===== src/rtl/control_sequencer.sv =====
`default_nettype none
// ============================================================================
// Module   : control_sequencer
// Purpose  : Hardwired T-state control unit driving the Datapath strobes.
// Revision : 1.0 - initial release
// ============================================================================
module control_sequencer #(
    parameter int IR_WIDTH      = 32,
    parameter bit ILLEGAL_HALTS = 1'b0
) (
    input  logic                clk,
    input  logic                clr,
    input  logic [IR_WIDTH-1:0] ir,
    input  logic                con_out,
    input  logic                stop,
    output logic                pc_out,
    output logic                zlo_out,
    output logic                mdr_out,
    output logic                inport_out,
    output logic                c_sign_extended_out,
    output logic                r_out,
    output logic                ba_out,
    output logic                gra,
    output logic                grb,
    output logic                grc,
    output logic                r_in,
    output logic                pc_enable,
    output logic                pc_increment,
    output logic                mar_enable,
    output logic                mdr_enable,
    output logic                read,
    output logic                ram_write,
    output logic                ir_enable,
    output logic                y_enable,
    output logic                z_enable,
    output logic                con_enable,
    output logic                outport_enable,
    output logic                run
);

    localparam logic [4:0] OP_LD   = 5'b00000;
    localparam logic [4:0] OP_LDI  = 5'b00001;
    localparam logic [4:0] OP_ST   = 5'b00010;
    localparam logic [4:0] OP_ADD  = 5'b00011;
    localparam logic [4:0] OP_SUB  = 5'b00100;
    localparam logic [4:0] OP_AND  = 5'b00101;
    localparam logic [4:0] OP_OR   = 5'b00110;
    localparam logic [4:0] OP_ADDI = 5'b01100;
    localparam logic [4:0] OP_BR   = 5'b10010;
    localparam logic [4:0] OP_JR   = 5'b10011;
    localparam logic [4:0] OP_IN   = 5'b10110;
    localparam logic [4:0] OP_OUT  = 5'b10111;
    localparam logic [4:0] OP_NOP  = 5'b11010;
    localparam logic [4:0] OP_HALT = 5'b11011;

    // T3..T7 are consecutive so the execute phase can advance by increment.
    localparam logic [3:0] S_RESET   = 4'd0;
    localparam logic [3:0] S_T0      = 4'd1;
    localparam logic [3:0] S_T1      = 4'd2;
    localparam logic [3:0] S_T2      = 4'd3;
    localparam logic [3:0] S_T3      = 4'd4;
    localparam logic [3:0] S_T4      = 4'd5;
    localparam logic [3:0] S_T5      = 4'd6;
    localparam logic [3:0] S_T6      = 4'd7;
    localparam logic [3:0] S_T7      = 4'd8;
    localparam logic [3:0] S_STOPPED = 4'd9;
    localparam logic [3:0] S_HALTED  = 4'd10;

    logic [3:0] state_q, state_d;
    logic [4:0] opcode_q, opcode_d;
    logic [4:0] ir_op;
    logic [4:0] op;
    logic       is_alu, is_ld_group, is_multi, is_known;
    logic       halt_now, last_step;
    logic       ir_unused;

    assign ir_op     = ir[IR_WIDTH-1 -: 5];
    assign ir_unused = ^ir[IR_WIDTH-6:0];

    // In T3 the IR is decoded live; later steps use the latched copy.
    assign op = (state_q == S_T3) ? ir_op : opcode_q;

    assign is_alu      = (op == OP_ADD) || (op == OP_SUB) || (op == OP_AND) || (op == OP_OR);
    assign is_ld_group = (op == OP_LD) || (op == OP_LDI) || (op == OP_ST);
    assign is_multi    = is_ld_group || is_alu || (op == OP_ADDI) || (op == OP_BR);
    assign is_known    = is_multi || (op == OP_JR) || (op == OP_IN) || (op == OP_OUT)
                       || (op == OP_NOP) || (op == OP_HALT);
    assign halt_now    = (state_q == S_T3)
                       && ((op == OP_HALT) || (!is_known && ILLEGAL_HALTS));

    always_comb begin
        last_step = 1'b0;
        case (state_q)
            S_T3:    last_step = !is_multi && !halt_now;
            S_T4:    last_step = !is_multi;
            S_T5:    last_step = !((op == OP_LD) || (op == OP_ST) || (op == OP_BR));
            S_T6:    last_step = !((op == OP_LD) || (op == OP_ST));
            S_T7:    last_step = 1'b1;
            default: last_step = 1'b0;
        endcase
    end

    always_ff @(posedge clk or negedge clr) begin
        if (!clr) begin
            state_q  <= S_RESET;
            opcode_q <= OP_NOP;
        end else begin
            state_q  <= state_d;
            opcode_q <= opcode_d;
        end
    end

    always_comb begin
        state_d  = state_q;
        opcode_d = (state_q == S_T3) ? ir_op : opcode_q;
        case (state_q)
            S_RESET: state_d = S_T0;
            S_T0:    state_d = S_T1;
            S_T1:    state_d = S_T2;
            S_T2:    state_d = S_T3;
            S_T3, S_T4, S_T5, S_T6, S_T7: begin
                if (halt_now)
                    state_d = S_HALTED;
                else if (last_step)
                    state_d = stop ? S_STOPPED : S_T0;
                else
                    state_d = state_q + 4'd1;
            end
            S_STOPPED: state_d = stop ? S_STOPPED : S_T0;
            S_HALTED:  state_d = S_HALTED;
            default:   state_d = S_RESET;
        endcase
    end

    always_comb begin
        pc_out              = 1'b0;
        zlo_out             = 1'b0;
        mdr_out             = 1'b0;
        inport_out          = 1'b0;
        c_sign_extended_out = 1'b0;
        r_out               = 1'b0;
        ba_out              = 1'b0;
        gra                 = 1'b0;
        grb                 = 1'b0;
        grc                 = 1'b0;
        r_in                = 1'b0;
        pc_enable           = 1'b0;
        pc_increment        = 1'b0;
        mar_enable          = 1'b0;
        mdr_enable          = 1'b0;
        read                = 1'b0;
        ram_write           = 1'b0;
        ir_enable           = 1'b0;
        y_enable            = 1'b0;
        z_enable            = 1'b0;
        con_enable          = 1'b0;
        outport_enable      = 1'b0;
        run = (state_q != S_RESET) && (state_q != S_STOPPED) && (state_q != S_HALTED);

        case (state_q)
            S_T0: begin
                pc_out       = 1'b1;
                mar_enable   = 1'b1;
                pc_increment = 1'b1;
                z_enable     = 1'b1;
            end
            S_T1: begin
                zlo_out    = 1'b1;
                pc_enable  = 1'b1;
                read       = 1'b1;
                mdr_enable = 1'b1;
            end
            S_T2: begin
                mdr_out   = 1'b1;
                ir_enable = 1'b1;
            end
            S_T3: begin
                if (is_ld_group) begin
                    grb      = 1'b1;
                    ba_out   = 1'b1;
                    y_enable = 1'b1;
                end else if (is_alu || (op == OP_ADDI)) begin
                    grb      = 1'b1;
                    r_out    = 1'b1;
                    y_enable = 1'b1;
                end else if (op == OP_BR) begin
                    gra        = 1'b1;
                    r_out      = 1'b1;
                    con_enable = 1'b1;
                end else if (op == OP_JR) begin
                    gra       = 1'b1;
                    r_out     = 1'b1;
                    pc_enable = 1'b1;
                end else if (op == OP_IN) begin
                    inport_out = 1'b1;
                    gra        = 1'b1;
                    r_in       = 1'b1;
                end else if (op == OP_OUT) begin
                    gra            = 1'b1;
                    r_out          = 1'b1;
                    outport_enable = 1'b1;
                end
            end
            S_T4: begin
                if (is_ld_group || (op == OP_ADDI)) begin
                    c_sign_extended_out = 1'b1;
                    z_enable            = 1'b1;
                end else if (is_alu) begin
                    grc      = 1'b1;
                    r_out    = 1'b1;
                    z_enable = 1'b1;
                end else if (op == OP_BR) begin
                    pc_out   = 1'b1;
                    y_enable = 1'b1;
                end
            end
            S_T5: begin
                if ((op == OP_LD) || (op == OP_ST)) begin
                    zlo_out    = 1'b1;
                    mar_enable = 1'b1;
                end else if ((op == OP_LDI) || is_alu || (op == OP_ADDI)) begin
                    zlo_out = 1'b1;
                    gra     = 1'b1;
                    r_in    = 1'b1;
                end else if (op == OP_BR) begin
                    c_sign_extended_out = 1'b1;
                    z_enable            = 1'b1;
                end
            end
            S_T6: begin
                if (op == OP_LD) begin
                    read       = 1'b1;
                    mdr_enable = 1'b1;
                end else if (op == OP_ST) begin
                    gra        = 1'b1;
                    r_out      = 1'b1;
                    mdr_enable = 1'b1;
                end else if ((op == OP_BR) && con_out) begin
                    zlo_out   = 1'b1;
                    pc_enable = 1'b1;
                end
            end
            S_T7: begin
                if (op == OP_LD) begin
                    mdr_out = 1'b1;
                    gra     = 1'b1;
                    r_in    = 1'b1;
                end else if (op == OP_ST) begin
                    ram_write = 1'b1;
                end
            end
            default: ;
        endcase
    end

endmodule
`default_nettype wire


===== config.mk =====
export PLATFORM = sky130hd
export DESIGN_NAME = control_sequencer
export DESIGN_NICKNAME = d
export VERILOG_FILES = /design/src/rtl/control_sequencer.sv
export SDC_FILE = /design/constraint.sdc
export NUM_CORES = 1
export LEC_CHECK = 0
export ABC_AREA = 1
export BUFFER_PORTS_ARGS = -buffer_cell sky130_fd_sc_hd__buf_4
export CAP_MARGIN = 5
export CORE_ASPECT_RATIO = 0.8
export CORE_MARGIN = 5
export CORE_UTILIZATION = 45
export CTS_BUF_LIST = sky130_fd_sc_hd__clkbuf_2 sky130_fd_sc_hd__clkbuf_4 sky130_fd_sc_hd__clkbuf_8
export DETAILED_ROUTE_END_ITERATION = 16
export PLACE_DENSITY_LB_ADDON = 0.08
export SETUP_SLACK_MARGIN = 0.1
export SLEW_MARGIN = 10
export SYNTH_ARGS = -nofsm -noshare
export SYNTH_HDL_FRONTEND = slang
export SYNTH_SLANG_ARGS = --single-unit

===== constraint.sdc =====
create_clock -name clk -period 3.2 [get_ports clk]
set_input_delay 0.64 -clock clk [delete_from_list [all_inputs] [get_ports clk]]
set_output_delay 0.64 -clock clk [all_outputs]
set_load 0.02 [all_outputs]

## Word level (Yosys, flattened, before mapping)

Index checks and enable logic that the tools add are counted.
Widths: inputs -> output; s select.

| storage, ports and cells | value |
|---|---|
| register bits after elaboration | 9 |
| bits of input ports | 36 |
| output and inout bits | 23 |
| word-level logic and storage cells | 131 |

| operators by class | value |
|---|---|
| add/subtract/negate cells | 1 |
| eq/ne operators | 24 |
| muxes and demuxes | 77 |
| reductions and logical operators | 27 |

Operator list:

| operator | number |
|---|---|
| $mux 1 | 58 |
| $pmux 4 s7 | 1 |
| $eq 5x5->1 const B | 5 |
| $eq 4x3->1 const B | 4 |
| $eq 5x3->1 const B | 3 |
| $pmux 1 s3 | 5 |
| $logic_or 1x1->1 | 14 |
| $pmux 1 s2 | 7 |
| $eq 4x4->1 const B | 3 |
| $mux 4 | 3 |
| $eq 5x2->1 const B | 2 |
| $eq 4x2->1 const B | 2 |
| $ne 4x4->1 const B | 2 |
| $eq 5x1->1 const B | 1 |
| $eq 5x4->1 const B | 1 |
| $logic_and 1x1->1 | 5 |
| $logic_not 5->1 | 1 |
| $mux 5 | 1 |
| $pmux 1 s5 | 1 |
| $reduce_or 5->1 | 1 |
| $add 4x1->4 const B | 1 |
| $eq 4x1->1 const B | 1 |
| $logic_not 1->1 | 4 |
| $logic_not 4->1 | 1 |
| other kinds (2) | 2 |

## Longest topological paths before layout

| depth | value |
|---|---|
| word-level depth | 15 |
| depth in mapped cells | 17 |
| gate-level depth less buffers | 17 |

## Worst setup path after synthesis

Ideal clock, no wire load.

| path | value |
|---|---|
| path type | reg2out |
| start point | reg state_q[0] |
| end point | out y_enable |
| data arrival time | 2.055 ns |
| required time | 2.560 ns |
| setup slack | 0.505 ns |
| stages on the path, launching flop included | 12 |
| path buffers | 1 |
| cell sequence | dfrtp_1 inv_1 ha_1 buf_2 nand4_1 nand2_2 nand3_1 nor2_2 inv_1 nand2_1 nor2_1 o21ai_0 |

| between the ends | value |
|---|---|
| word-level cells in the longest chain between the ends | 10 |
| elaborated cells between the ends (all ways) | 25 |
| classes of those cells | eq/ne: 10; mux: 7; reduce/logical: 8 |

Ends and longest elaborated chain:

| element | line | RTL |
|---|---|---|
| start: declaration | 69 | `logic [3:0] state_q, state_d;` |
| start signal: assignment | 108 | `state_q <= state_d;` |
| $eq 4x3->1 | 81, 160 |  |
| $mux 5 | n/a |  |
| $eq 5x2->1 / $eq 5x3->1 (equally long branches) | 83 | `assign is_alu = (op == OP_ADD) \|\| (op == OP_SUB) \|\| (op == OP_AND) \|\| (op == OP_OR);` |
| $logic_or 1x1->1 (3 in a row) | 83 |  |
| $logic_or 1x1->1 | 182 | `end else if (is_alu \|\| (op == OP_ADDI)) begin` |
| $mux 1 | 182 |  |
| $mux 1 | 178 | `if (is_ld_group) begin` |
| $pmux 1 s2 (*) | 160 | `case (state_q)` |
| end: declaration | 34 | `output logic y_enable,` |

Mark *: on every way between the ends. The rest lies on a longest branch, timed or not.

## Worst setup path after layout

| path | value |
|---|---|
| start point | reg state_q[0] |
| end point | out zlo_out |

| between the ends | value |
|---|---|
| word-level cells in the longest chain between the ends | 11 |
| elaborated cells between the ends (all ways) | 27 |
| classes of those cells | eq/ne: 12; mux: 7; reduce/logical: 8 |

Ends and longest elaborated chain:

| element | line | RTL |
|---|---|---|
| $eq 4x3->1 (*) | 81 | `assign op = (state_q == S_T3) ? ir_op : opcode_q;` |
| $mux 5 (*) | n/a |  |
| net op[0] | 72 | `logic [4:0] op;` |
| $eq 5x2->1 / $eq 5x3->1 (equally long branches) | 83 |  |
| $logic_or 1x1->1 (3 in a row) | 83 |  |
| $logic_or 1x1->1 (2 in a row) | 221 | `end else if ((op == OP_LDI) \|\| is_alu \|\| (op == OP_ADDI)) begin` |
| $mux 1 | 221 |  |
| $mux 1 | 218 | `if ((op == OP_LD) \|\| (op == OP_ST)) begin` |
| $pmux 1 s3 (*) | 160 |  |
| end: declaration | 17 | `output logic zlo_out,` |

The timed path passes the listed nets; every way through them passes the cells marked *.

==> reports/results.ini <==
[sta]
setup_slack_ns=0.2518
rsz0062_at_grt=false
period_share_pct=92.13
setup_viol=0
tns_ns=0
hold_viol_final=0
tightest_slew_ns=0.3947
slew_headroom_pct=73.59
hold_ws_ns=0.1822
skew_ns=0.003069
clock.fmax_mhz=339.2
slew_viol_final=0
layout_min_cycle_time_ns=2.948

[clock_tree]
clkSinkCount=9
cts_max_path_buffers=2
cts_root_buf=clkbuf_4
insertion_delay_ns=0.27
tritoncts=yes
cts.htree.levels=1
cts_inserted_buffers=3
cts.clk_slew.worst_paths_ns=0.07

[grt]
grt_max_degree=13
gr-total-overflow=0
grt_util_met1_pct=22.85
grt_pass1_wl_mm=5.278
busiest_layer=met2
grt_usage_pct=19.33
met2_usage_pct=36.27
first_global_vias=1275
grt_use_met3_pct=4.928
antenna_found_initial=0

[final_layout]
final_common_cell=nand2_1
area_growth_pct=34.67
post_layout_nonfiller_instances=257
finish.net_count=262
final_cell_mix=nand2_1 (41), buf_4 (40), inv_1 (30), nor2_1 (16)
final_util_pct=62.40
n_fill_cell=246
drive_gt1_share_pct=37.56
design_area_um2=1511
num_antenna_cells=0

[drt]
route.detailed.drc=0
drt-initial-drc-count=63
ant_nets=0
routedWlPerCell_um=12.81
first_pass_iters=4
vias=1302
wl_mm=3.291
viasPerCell=5.066

[yosys]
yosys_warnings=0
synth_nets=219
synth_area_um2=1122
ys_seq_area_share_pct=20.40
synth_cells=179
synth_seq_cells=9
yosysUniqueCellTypes=32
syn_avg_cell_area_um2=6.270

[floorplanning]
die_h_um=54.67
dieArea_um2=3599
fp-row-count=16
start_util_pct=46.33
die_w_um=65.84
pin_count=59
coreArea_um2=2422

[worst_setup_path]
cp_data_required_time_ns=2.56
arrival_ns=2.31
r2r-start=state_q[0]
crit_fanout=11
endpoint_kind=primary output
startpoint_type=flop
crit_type=flop to primary output
critPathLaunch=state_q[0]

[power]
p_leak_nw=0.8167
p_total_mw=1.600
ir_drop_v=0.0006119
p_per_area_nw_per_um2=1059

[run]
maxCapViolCount=0

[placed_design]
place_congestion=0.9050
pre_cts_ws_ns=0.3217
io_buffers=31
dp_hpwl_mm=2.507
placed_cell_area_um2=1380
placed_cells=244

[worst_hold_path]
hold_class=input pin to async pin

[outcome]
status=finished clean

## where the power goes
part / internal [mW] / switching (mW) / leakage [nW]
Combinational: 0.466 / 0.798 / 0.693
Clock: 0.0568 / 0.0449 / 0.0184
Sequential: 0.183 / 0.0523 / 0.105
## final timing paths
| check | end | slack, ns | depth (start not counted) |
|---|---|---|---|
| min in group clk | opcode_q[3] | 0.50 | 2 |
| max reg2reg | state_q[3] | 0.90 | 17 |
| min | opcode_q[2] | 0.18 | 1 |
| min reg2reg | opcode_q[3] | 0.50 | 2 |
| max | zlo_out | 0.25 | 15 |
| max in group asynchronous | opcode_q[4] | 2.80 | 1 |
## synthesized netlist by cell type
cell type,n,area (um2)
a21oi_1,3,15.01
o21bai_1,1,7.510
o211ai_1,2,15.01
a21boi_2,1,11.26
o21ai_1,2,10.01
nor3_1,3,15.01
dfstp_2,3,78.83
o31ai_1,1,7.510
xor2_1,1,8.760
o311ai_0,1,8.760
nand4_1,8,50.05
ha_1,4,50.05
nor3_2,2,20.02
inv_1,32,120.1
o21ai_0,7,35.03
nand2_1,41,153.9
buf_6,2,22.52
nand3_2,2,20.02
nand2_2,10,62.56
dfrtp_1,6,150.1
nor2_1,17,63.81
nand3_4,2,35.03
nand3b_1,2,15.01
nor4_1,1,6.260
o31ai_2,1,12.51
inv_2,5,18.77
a31oi_1,1,6.260
buf_2,1,5.000
nor2_2,6,37.54
nand3_1,9,45.04
inv_4,1,6.260
xnor2_1,1,8.760
## cell families (layout without fill, tap and decap cells)
kind of cell	after synthesis	count (layout)	share of synthesized area, %
AO/OA/AOI/OAI	20	20	11.48
buffers and inverters	41	83	15.39
adder cells (fa/ha/maj)	4	4	4.459
XOR/XNOR	2	2	1.561
AND/OR/NAND/NOR	103	103	46.71
flip-flops	9	9	20.40
## flip-flops by register name (all words and copies together) (netlist names)
register  flops
opcode_q      5
state_q       4
## layout make-up
cell class | instances | area (um2) | share of cell area, %
clock buffer | 4 | 30.03 | 1.987
inverter | 38 | 145.1 | 9.603
timing repair buffer | 41 | 315.3 | 20.86
tap | 36 | 45.04 | 2.980
multi-input combinational | 129 | 745.7 | 49.34
sequential | 9 | 230.2 | 15.23
## layer usage
layer	wire length, um	vias to the layer above
met5	0	-
met4	17	0
met3	174	2
met2	1674	32
met1	1425	615
li1	-	653
## critical path, cell delays in order (launching register included)
cell     delay (ns)
dfrtp_1        0.41
inv_2          0.11
ha_4           0.16
buf_8          0.13
nand4_1        0.10
nand2_2        0.16
nand2_4        0.08
inv_2          0.08
nand2_1        0.06
nand3_2        0.09
nand2_1        0.09
nor2_2         0.18
inv_1          0.10
nand2_1        0.07
nand2_1        0.05
buf_4          0.16
## repair_timing
action	in CTS	in global routing
cloned	0	0
pin swaps	3	4
buffers inserted	3	6
endpoints found under the hold margin	0	0
endpoints found under the setup margin	4	9
resized for setup	3	8
hold buffers	0	0
No activity file was read; power rests on OpenSTA's default activity.
